## config.mk

```make
export PLATFORM = sky130hd
export DESIGN_NAME = regfile_wb_arbiter
export DESIGN_NICKNAME = d
export VERILOG_FILES = /design/src/rtl/regfile_wb_arbiter.sv
export SDC_FILE = /design/constraint.sdc
export NUM_CORES = 1
export LEC_CHECK = 0
export ABC_AREA = 1
export BUFFER_PORTS_ARGS = -buffer_cell sky130_fd_sc_hd__buf_2
export CELL_PAD_IN_SITES_DETAIL_PLACEMENT = 2
export CELL_PAD_IN_SITES_GLOBAL_PLACEMENT = 2
export CORE_ASPECT_RATIO = 0.9
export CORE_UTILIZATION = 20
export DETAILED_ROUTE_END_ITERATION = 8
export GPL_ROUTABILITY_DRIVEN = 0
export PLACE_DENSITY_LB_ADDON = 0.2
export SETUP_SLACK_MARGIN = 0.4
export SLEW_MARGIN = 20
export SYNTH_ARGS = -nofsm -noshare
export SYNTH_HDL_FRONTEND = slang
export SYNTH_SLANG_ARGS = --single-unit
```

## constraint.sdc

```tcl
create_clock -name clk -period 2.2 [get_ports clk]
set_clock_uncertainty 0.2 [all_clocks]
set_input_delay 0.22 -clock clk [delete_from_list [all_inputs] [get_ports clk]]
set_output_delay 0.22 -clock clk [all_outputs]
set_load 0.005 [all_outputs]
```

## src/rtl/regfile_wb_arbiter.sv

```systemverilog
// Round-robin arbiter sharing the register file's single write port among
// NREQ writeback requesters. The granted write is registered for one cycle
// before it reaches the register file, which samples it on the next negedge.
// Optional feature macro: REGFILE_CLEAR_EN -- when defined, a post-reset CLEAR
// sequence writes zero to x1..x31 before any requester is accepted.
module regfile_wb_arbiter #(
    parameter int NREQ = 3,
    parameter int AW   = 5,
    parameter int DW   = 32
) (
    input  logic               clk,
    input  logic               rst,
    input  logic [NREQ-1:0]    req_valid,
    input  logic [NREQ*AW-1:0] req_addr,
    input  logic [NREQ*DW-1:0] req_data,
    output logic [NREQ-1:0]    req_ready,
    output logic               reg_wrW,
    output logic [AW-1:0]      waddr,
    output logic [DW-1:0]      wdata,
    output logic               init_done
);

    // Pointer width, plus one spare bit so ptr + offset cannot overflow before wrapping
    localparam int PW = (NREQ > 1) ? $clog2(NREQ) : 1;
    localparam int SW = PW + 1;

`ifdef REGFILE_CLEAR_EN
    typedef enum logic {
        StClear = 1'b0,
        StRun   = 1'b1
    } state_e;

    localparam state_e ResetState = StClear;
    // Highest register index visited by the clear walk (x31 for AW=5)
    localparam logic [AW-1:0] LastReg = '1;
`else
    typedef enum logic {
        StRun = 1'b1
    } state_e;

    localparam state_e ResetState = StRun;
`endif

    state_e          state_q, state_d;
    logic [PW-1:0]   rr_ptr_q, rr_ptr_d;
    logic            wr_q, wr_d;
    logic [AW-1:0]   waddr_q, waddr_d;
    logic [DW-1:0]   wdata_q, wdata_d;
    logic            init_done_q, init_done_d;

    logic [NREQ-1:0] grant;
    logic [PW-1:0]   grant_idx;
    logic            grant_found;
    logic [SW-1:0]   cand;
    logic [AW-1:0]   sel_addr;
    logic [DW-1:0]   sel_data;
    logic            in_clear;

`ifdef REGFILE_CLEAR_EN
    logic [AW-1:0]   cnt_q, cnt_d;

    assign in_clear = (state_q == StClear);
`else
    assign in_clear = 1'b0;
`endif

    // Round-robin search from rr_ptr; only live once init_done is up
    always_comb begin
        grant       = '0;
        grant_idx   = '0;
        grant_found = 1'b0;
        cand        = '0;
        if (state_q == StRun && init_done_q) begin
            for (int k = 0; k < NREQ; k++) begin
                cand = {1'b0, rr_ptr_q} + SW'(k);
                if (cand >= SW'(NREQ)) begin
                    cand = cand - SW'(NREQ);
                end
                if (!grant_found && req_valid[cand[PW-1:0]]) begin
                    grant_found = 1'b1;
                    grant_idx   = cand[PW-1:0];
                end
            end
            grant[grant_idx] = grant_found;
        end
    end

    // Select address/data of the granted requester
    always_comb begin
        sel_addr = '0;
        sel_data = '0;
        for (int i = 0; i < NREQ; i++) begin
            if (grant[i]) begin
                sel_addr = req_addr[i*AW +: AW];
                sel_data = req_data[i*DW +: DW];
            end
        end
    end

    // Advance the pointer past the winner on every transfer, including x0 drops
    always_comb begin
        rr_ptr_d = rr_ptr_q;
        if (grant_found) begin
            if (grant_idx == PW'(NREQ - 1)) begin
                rr_ptr_d = '0;
            end else begin
                rr_ptr_d = grant_idx + PW'(1);
            end
        end
    end

    // Next state and registered write-port values
    always_comb begin
        state_d = state_q;
        wr_d    = 1'b0;
        waddr_d = waddr_q;
        wdata_d = wdata_q;
`ifdef REGFILE_CLEAR_EN
        cnt_d   = cnt_q;
`endif
        if (in_clear) begin
`ifdef REGFILE_CLEAR_EN
            wr_d    = 1'b1;
            waddr_d = cnt_q;
            wdata_d = '0;
            cnt_d   = cnt_q + AW'(1);
            if (cnt_q == LastReg) begin
                state_d = StRun;
            end
`endif
        end else if (grant_found && (sel_addr != '0)) begin
            // Writes to x0 are accepted upstream but never reach the register file
            wr_d    = 1'b1;
            waddr_d = sel_addr;
            wdata_d = sel_data;
        end
    end

    // init_done trails entry into RUN by one cycle
    assign init_done_d = (state_q == StRun);

    // State, pointer and output registers
    always_ff @(posedge clk or negedge rst) begin
        if (!rst) begin
            state_q     <= ResetState;
            rr_ptr_q    <= '0;
            wr_q        <= 1'b0;
            waddr_q     <= '0;
            wdata_q     <= '0;
            init_done_q <= 1'b0;
        end else begin
            state_q     <= state_d;
            rr_ptr_q    <= rr_ptr_d;
            wr_q        <= wr_d;
            waddr_q     <= waddr_d;
            wdata_q     <= wdata_d;
            init_done_q <= init_done_d;
        end
    end

`ifdef REGFILE_CLEAR_EN
    // Clear-walk counter, restarting at x1 after every reset
    always_ff @(posedge clk or negedge rst) begin
        if (!rst) begin
            cnt_q <= AW'(1);
        end else begin
            cnt_q <= cnt_d;
        end
    end
`endif

    assign req_ready = grant;
    assign reg_wrW   = wr_q;
    assign waddr     = waddr_q;
    assign wdata     = wdata_q;
    assign init_done = init_done_q;

endmodule
```

# After elaboration in Yosys (flattened, before gate mapping)
# Index checks and enable logic that the tools add are counted.
word_totals:
  register_bits: 41
  input_bits: 116
  wordCells: 63
classes:
  addsub: 6
  magnitude_cmp: 8
  eq_ne: 1
  mux: 35
  bitwise: 1
  reduce_logical: 7
ops:
  columns: ["cell", "count"]
  rows:
  - ["$mux W32", 3]
  - ["$mux W2", 12]
  - ["$mux W5", 3]
  - ["$lt A2 B3 Y1 const B", 4]
  - ["$mux W1", 12]
  - ["$bmux W1 S2", 3]
  - ["$ge A3 B2 Y1 const B", 2]
  - ["$sub A2 B2 Y2 const B", 3]
  - ["$reduce_bool A5 Y1", 1]
  - ["$logic_and A1 B1 Y1", 4]
  - ["$add A2 B1 Y3 const B", 1]
  - ["$add A2 B2 Y3 const B", 1]
  - ["$and A3 B3 Y3", 1]
  - ["$mux W3", 1]
  - ["$add A2 B1 Y2 const B", 1]
  - ["$demux W1 S2", 1]
  - ["$eq A2 B2 Y1 const B", 1]
  - ["$ge A2 B1 Y1 const B", 1]
  - ["$ge A2 B2 Y1 const B", 1]
  - ["$logic_not A1 Y1", 2]

# Longest topological paths before layout
logic_depth:
  ltp_word: 27
  depth_mapped: 19
  ltp_nobuf: 18

# Worst setup path before layout
# No wires, ideal clock.
synth_timing:
  path_kind: "flip-flop to flip-flop"
  start: "register rr_ptr_q[0]"
  end: "register wdata_q[13] (netlist: wdata[13])"
  setup_ns: 0.117
  arrival_time_ns: 2.127
  slack_ns: -0.244
  stages_incl_launch_ff: 19
  path_buffers: 1
  cell_sequence: "dfrtp_1 > inv_1 > ha_1 > inv_2 > nand2_1 > nand2_1 > a21oi_4 > nand3_1 > nand2_1 > nand2_4 > inv_6 > nor2_8 > nand2_1 > nand3_2 > nor2_2 > nand3_2 > buf_2 > nand2_1 > nand2_1"
synth_between:
  elab_chain_len: 26
synth_lines:
  columns: ["item", "line", "text"]
  rows:
  - ["from (decl)", "45", "logic [PW-1:0] rr_ptr_q, rr_ptr_d;"]
  - ["from (signal assigned)", "153", "rr_ptr_q <= rr_ptr_d;"]
  - ["branches (longest 26 deep; another with $add A2 B1 Y3)", null, null]
  - ["to (signal assigned)", "156", "wdata_q <= wdata_d;"]
  - ["to (decl)", "48", "logic [DW-1:0] wdata_q, wdata_d;"]
# Parallel ways; which one is timed is not known. The select of a mux whose other input is x is not followed.
# A chain may end at the register's enable or synchronous reset.

# Worst setup path after layout
layout_timing:
  start: "register rr_ptr_q[1]"
  end: "register wdata_q[24] (netlist: wdata[24])"
# The elaborated chain is that of the path after synthesis.

==> run metrics <==
vertical die dimension=113 um; slew at the pin closest to its max-slew limit=553 ps; Buffers on Ports=157; average wire per standard cell=16.7 um; post-layout total power=9.80 mW; Final Net Count=710; distinct cell type count after synthesis=24; CTS H-tree depth=2; top post-synthesis cells by area=sky130_fd_sc_hd__dfrtp_1 38%, sky130_fd_sc_hd__nand2_1 26%, sky130_fd_sc_hd__nand4_1 9.4%; DRC violation count after routing=26; top cell type's share of synthesized area=0.376; Startpoint Class=flip-flop; Slew HR=0.631; count of antenna-violating nets left after detailed routing=0; clock slew seen by the registers of the worst setup and hold paths=70 ps; maximum number of pins on one net before global-route repair=27; clock insertion delay at the later pin of the skew report=290 ps; # placed instances=718; fraction of final layout cells sized beyond drive strength 1=0.493; total congestion overflow=0; number of global-route vias before repair=3,682; area growth from synthesis to layout=71.3%; number of CTS-inserted buffers=5; static leakage power=2.59 nW; post-detailed-routing wire length=12.7 mm; floorplan row count=40; total power density per cell area=2100 nW/um^2; final cell count without fillers=760; RSZ-0062 raised after global routing=yes; vias after detailed routing=3,402; warnings from Yosys=0; fin. max-slew vios=0; largest vdd supply drop=827 uV; number of diodes added for antenna fixing=0; post-layout minimum cycle time=2750 ps; leading area contributor after synthesis=sky130_fd_sc_hd__dfrtp_1; achievable clock frequency=0.363 GHz; setup violation total in the final timing report=43; all-layer global routing usage=0.178; max-cap check violation count=0; Post-Place Worst Slack=-588 ps; data arrival at the endpoint of the critical path=2720 ps; Mapped Nets=509; Mean Syn Cell Area=6.99 sq um; First DRT Iteration DRCs=113; Worst Setup Slack, final=-554 ps; horizontal die dimension=125 um; effective utilization at floorplan=0.205; Max Buffers Root-to-Sink=2; highest net fanout along the worst path=7; number of hold-slack violations in the final timing report=0; initial antenna violation count=0; global-route wire length before repair=19.7 mm; final cycle utilization of the critical path=1.25; clock sink total=41; WHS Path Cells=5; Synth Register Bits=41; worst setup path class=reg -> reg; number of vias per cell after detailed routing=4.48; number of ports placed on the die boundary=158; post-synthesis instance area=2730 sq um; violations in the final reports=design-rule violations, negative setup slack; root buf cell=sky130_fd_sc_hd__clkbuf_16; outcome=finished, violations left; share of the yosys chip area belonging to registers=0.376; clock tree from TritonCTS=built; drt pass-1 iters=6; placed wire-length estimate=9.04 mm; Critical Path End Type=flip-flop; logic depth of the worst register-to-register path=17; core area=13,300 sq um; Req. time, crit path=2170 ps; Die Outline Area=14,100 sq um; number of cells produced by synthesis=390; class of the tightest hold or removal check=in -> reg
[worst max-delay path, stage by stage, from the launching register on]
cell and delay (ps):
sky130_fd_sc_hd__dfrtp_2 440, sky130_fd_sc_hd__ha_4 310, sky130_fd_sc_hd__inv_4 50, sky130_fd_sc_hd__nand2_2 50, sky130_fd_sc_hd__nand2_2 60, sky130_fd_sc_hd__a21oi_4 180, sky130_fd_sc_hd__nand4_1 130, sky130_fd_sc_hd__nand2_2 150
sky130_fd_sc_hd__nor2_4 60, sky130_fd_sc_hd__buf_6 140, sky130_fd_sc_hd__nand3_2 80, sky130_fd_sc_hd__nand3_4 100, sky130_fd_sc_hd__nor2_4 160, sky130_fd_sc_hd__nand3_4 120, sky130_fd_sc_hd__buf_12 160, sky130_fd_sc_hd__buf_12 130
sky130_fd_sc_hd__nand2_1 60, sky130_fd_sc_hd__nand2_1 50
[kinds of logic (layout without fill, tap and decap cells)]
kind of cell    count (synthesis)  count (layout)  synth area share
simple gates                  296             296             0.494
other cells                     1               1           0.00137
compound gates                  5               5            0.0133
fa+ha+maj                       3               3            0.0138
flops                          41              41             0.376
buf+inv                        44             246             0.101
[path summary, 6_finish.rpt]
| kind | from | endpoint | slack [ps] |
|---|---|---|---|
| setup / recovery | rr_ptr_q[1]$_DFFE_PN0P_ | wdata[24]$_DFFE_PN0P_ | -550 |
| hold / removal | req_data[12] | wdata[12]$_DFFE_PN0P_ | 50 |
| setup reg to reg | rr_ptr_q[1]$_DFFE_PN0P_ | wdata[24]$_DFFE_PN0P_ | -550 |
| hold reg to reg | wdata[30]$_DFFE_PN0P_ | wdata[30]$_DFFE_PN0P_ | 330 |
| max in group asynchronous | rst | wdata[15]$_DFFE_PN0P_ | 830 |
| min in group asynchronous | rst | waddr[4]$_DFFE_PN0P_ | 270 |
[layout make-up]
type | instances | area [sq um]
fillers | 1575 | 8640
multi-input cells | 305 | 1660
repair buffers | 219 | 1540
flip-flops and latches | 41 | 1030
well taps | 168 | 210
clock buffers | 5 | 125
inverters | 19 | 91.3
clock inverters | 3 | 17.5
[through the flow]
stage	hold WS [ps]	area, sq um	TNS (ps)	utilization
final	48.3	4670	-21600	0.351
after global routing	69.7	4670	-27030	0.351
after CTS	54.0	4500	-21510	0.338
after detailed placement	41.4	3850	-22390	0.290
after global placement	45.9	3850	-19120	0.290
after floorplan	-276	2790	-5660	-
[Yosys cell counts]
master and count:
sky130_fd_sc_hd__nor2_1 6, sky130_fd_sc_hd__nand2_4 1, sky130_fd_sc_hd__nand4_1 41, sky130_fd_sc_hd__o21ai_1 2, sky130_fd_sc_hd__inv_1 14, sky130_fd_sc_hd__conb_1 1, sky130_fd_sc_hd__clkbuf_1 2, sky130_fd_sc_hd__nand3b_1 1
sky130_fd_sc_hd__buf_4 3, sky130_fd_sc_hd__nand3_2 4, sky130_fd_sc_hd__nor2_4 1, sky130_fd_sc_hd__a21oi_4 1, sky130_fd_sc_hd__inv_2 4, sky130_fd_sc_hd__nand3_1 49, sky130_fd_sc_hd__nand2_1 189, sky130_fd_sc_hd__buf_6 11
sky130_fd_sc_hd__o21ai_0 2, sky130_fd_sc_hd__nor2_2 2, sky130_fd_sc_hd__inv_6 1, sky130_fd_sc_hd__ha_1 3, sky130_fd_sc_hd__dfrtp_1 41, sky130_fd_sc_hd__nor3b_2 1, sky130_fd_sc_hd__nor2_8 1, sky130_fd_sc_hd__buf_2 9
[cell usage in the layout, fill, tap and decap left out, types with 3 or more instances in the layout]
master and count:
sky130_fd_sc_hd__nor2_1 4, sky130_fd_sc_hd__nand3_2 15, sky130_fd_sc_hd__inv_4 3, sky130_fd_sc_hd__clkbuf_16 6, sky130_fd_sc_hd__nand3_4 4, sky130_fd_sc_hd__nand3_1 34
sky130_fd_sc_hd__dfrtp_1 40, sky130_fd_sc_hd__inv_1 10, sky130_fd_sc_hd__buf_12 8, sky130_fd_sc_hd__nand4_1 41, sky130_fd_sc_hd__nor2_4 4, sky130_fd_sc_hd__buf_16 3
sky130_fd_sc_hd__nand2_2 21, sky130_fd_sc_hd__nand2_4 3, sky130_fd_sc_hd__buf_6 16, sky130_fd_sc_hd__ha_4 3, sky130_fd_sc_hd__buf_4 32, sky130_fd_sc_hd__buf_2 155
sky130_fd_sc_hd__nand2_1 166, sky130_fd_sc_hd__inv_2 4
[metal layers]
layer  part of all wire  vias up  track usage
li1                   -     1682            -
met1               0.43     1619        0.220
met2               0.50       97        0.322
met3              0.052        4       0.0265
met4             0.0086        0       0.0463
met5                  0        -            0
[registers in the layout, summed over array words and instances, names as in the netlist]
name / count
init_done: 1
reg_wrW: 1
rr_ptr_q: 2
waddr: 5
wdata: 32
[power by group]
group / internal (mW) / leakage [nW] / total [mW] / switching [mW]
logic: 3.79 / 1.99 / 7.85 / 4.06
clock network: 0.417 / 0.0696 / 0.747 / 0.330
registers: 1.06 / 0.533 / 1.21 / 0.142
total: 5.27 / 2.59 / 9.80 / 4.54
[repair_timing]
| action | in CTS | in global routing |
|---|---|---|
| pin swaps | 15 | 12 |
| gates resized for setup | 66 | 21 |
| buffers inserted | 19 | 8 |
| hold buffers | 1 | 0 |
| cloned | 5 | 1 |
| setup endpoints to repair | 43 | 43 |
| hold endpoints to repair | 20 | 0 |
Power figures use the tool's default switching activity.
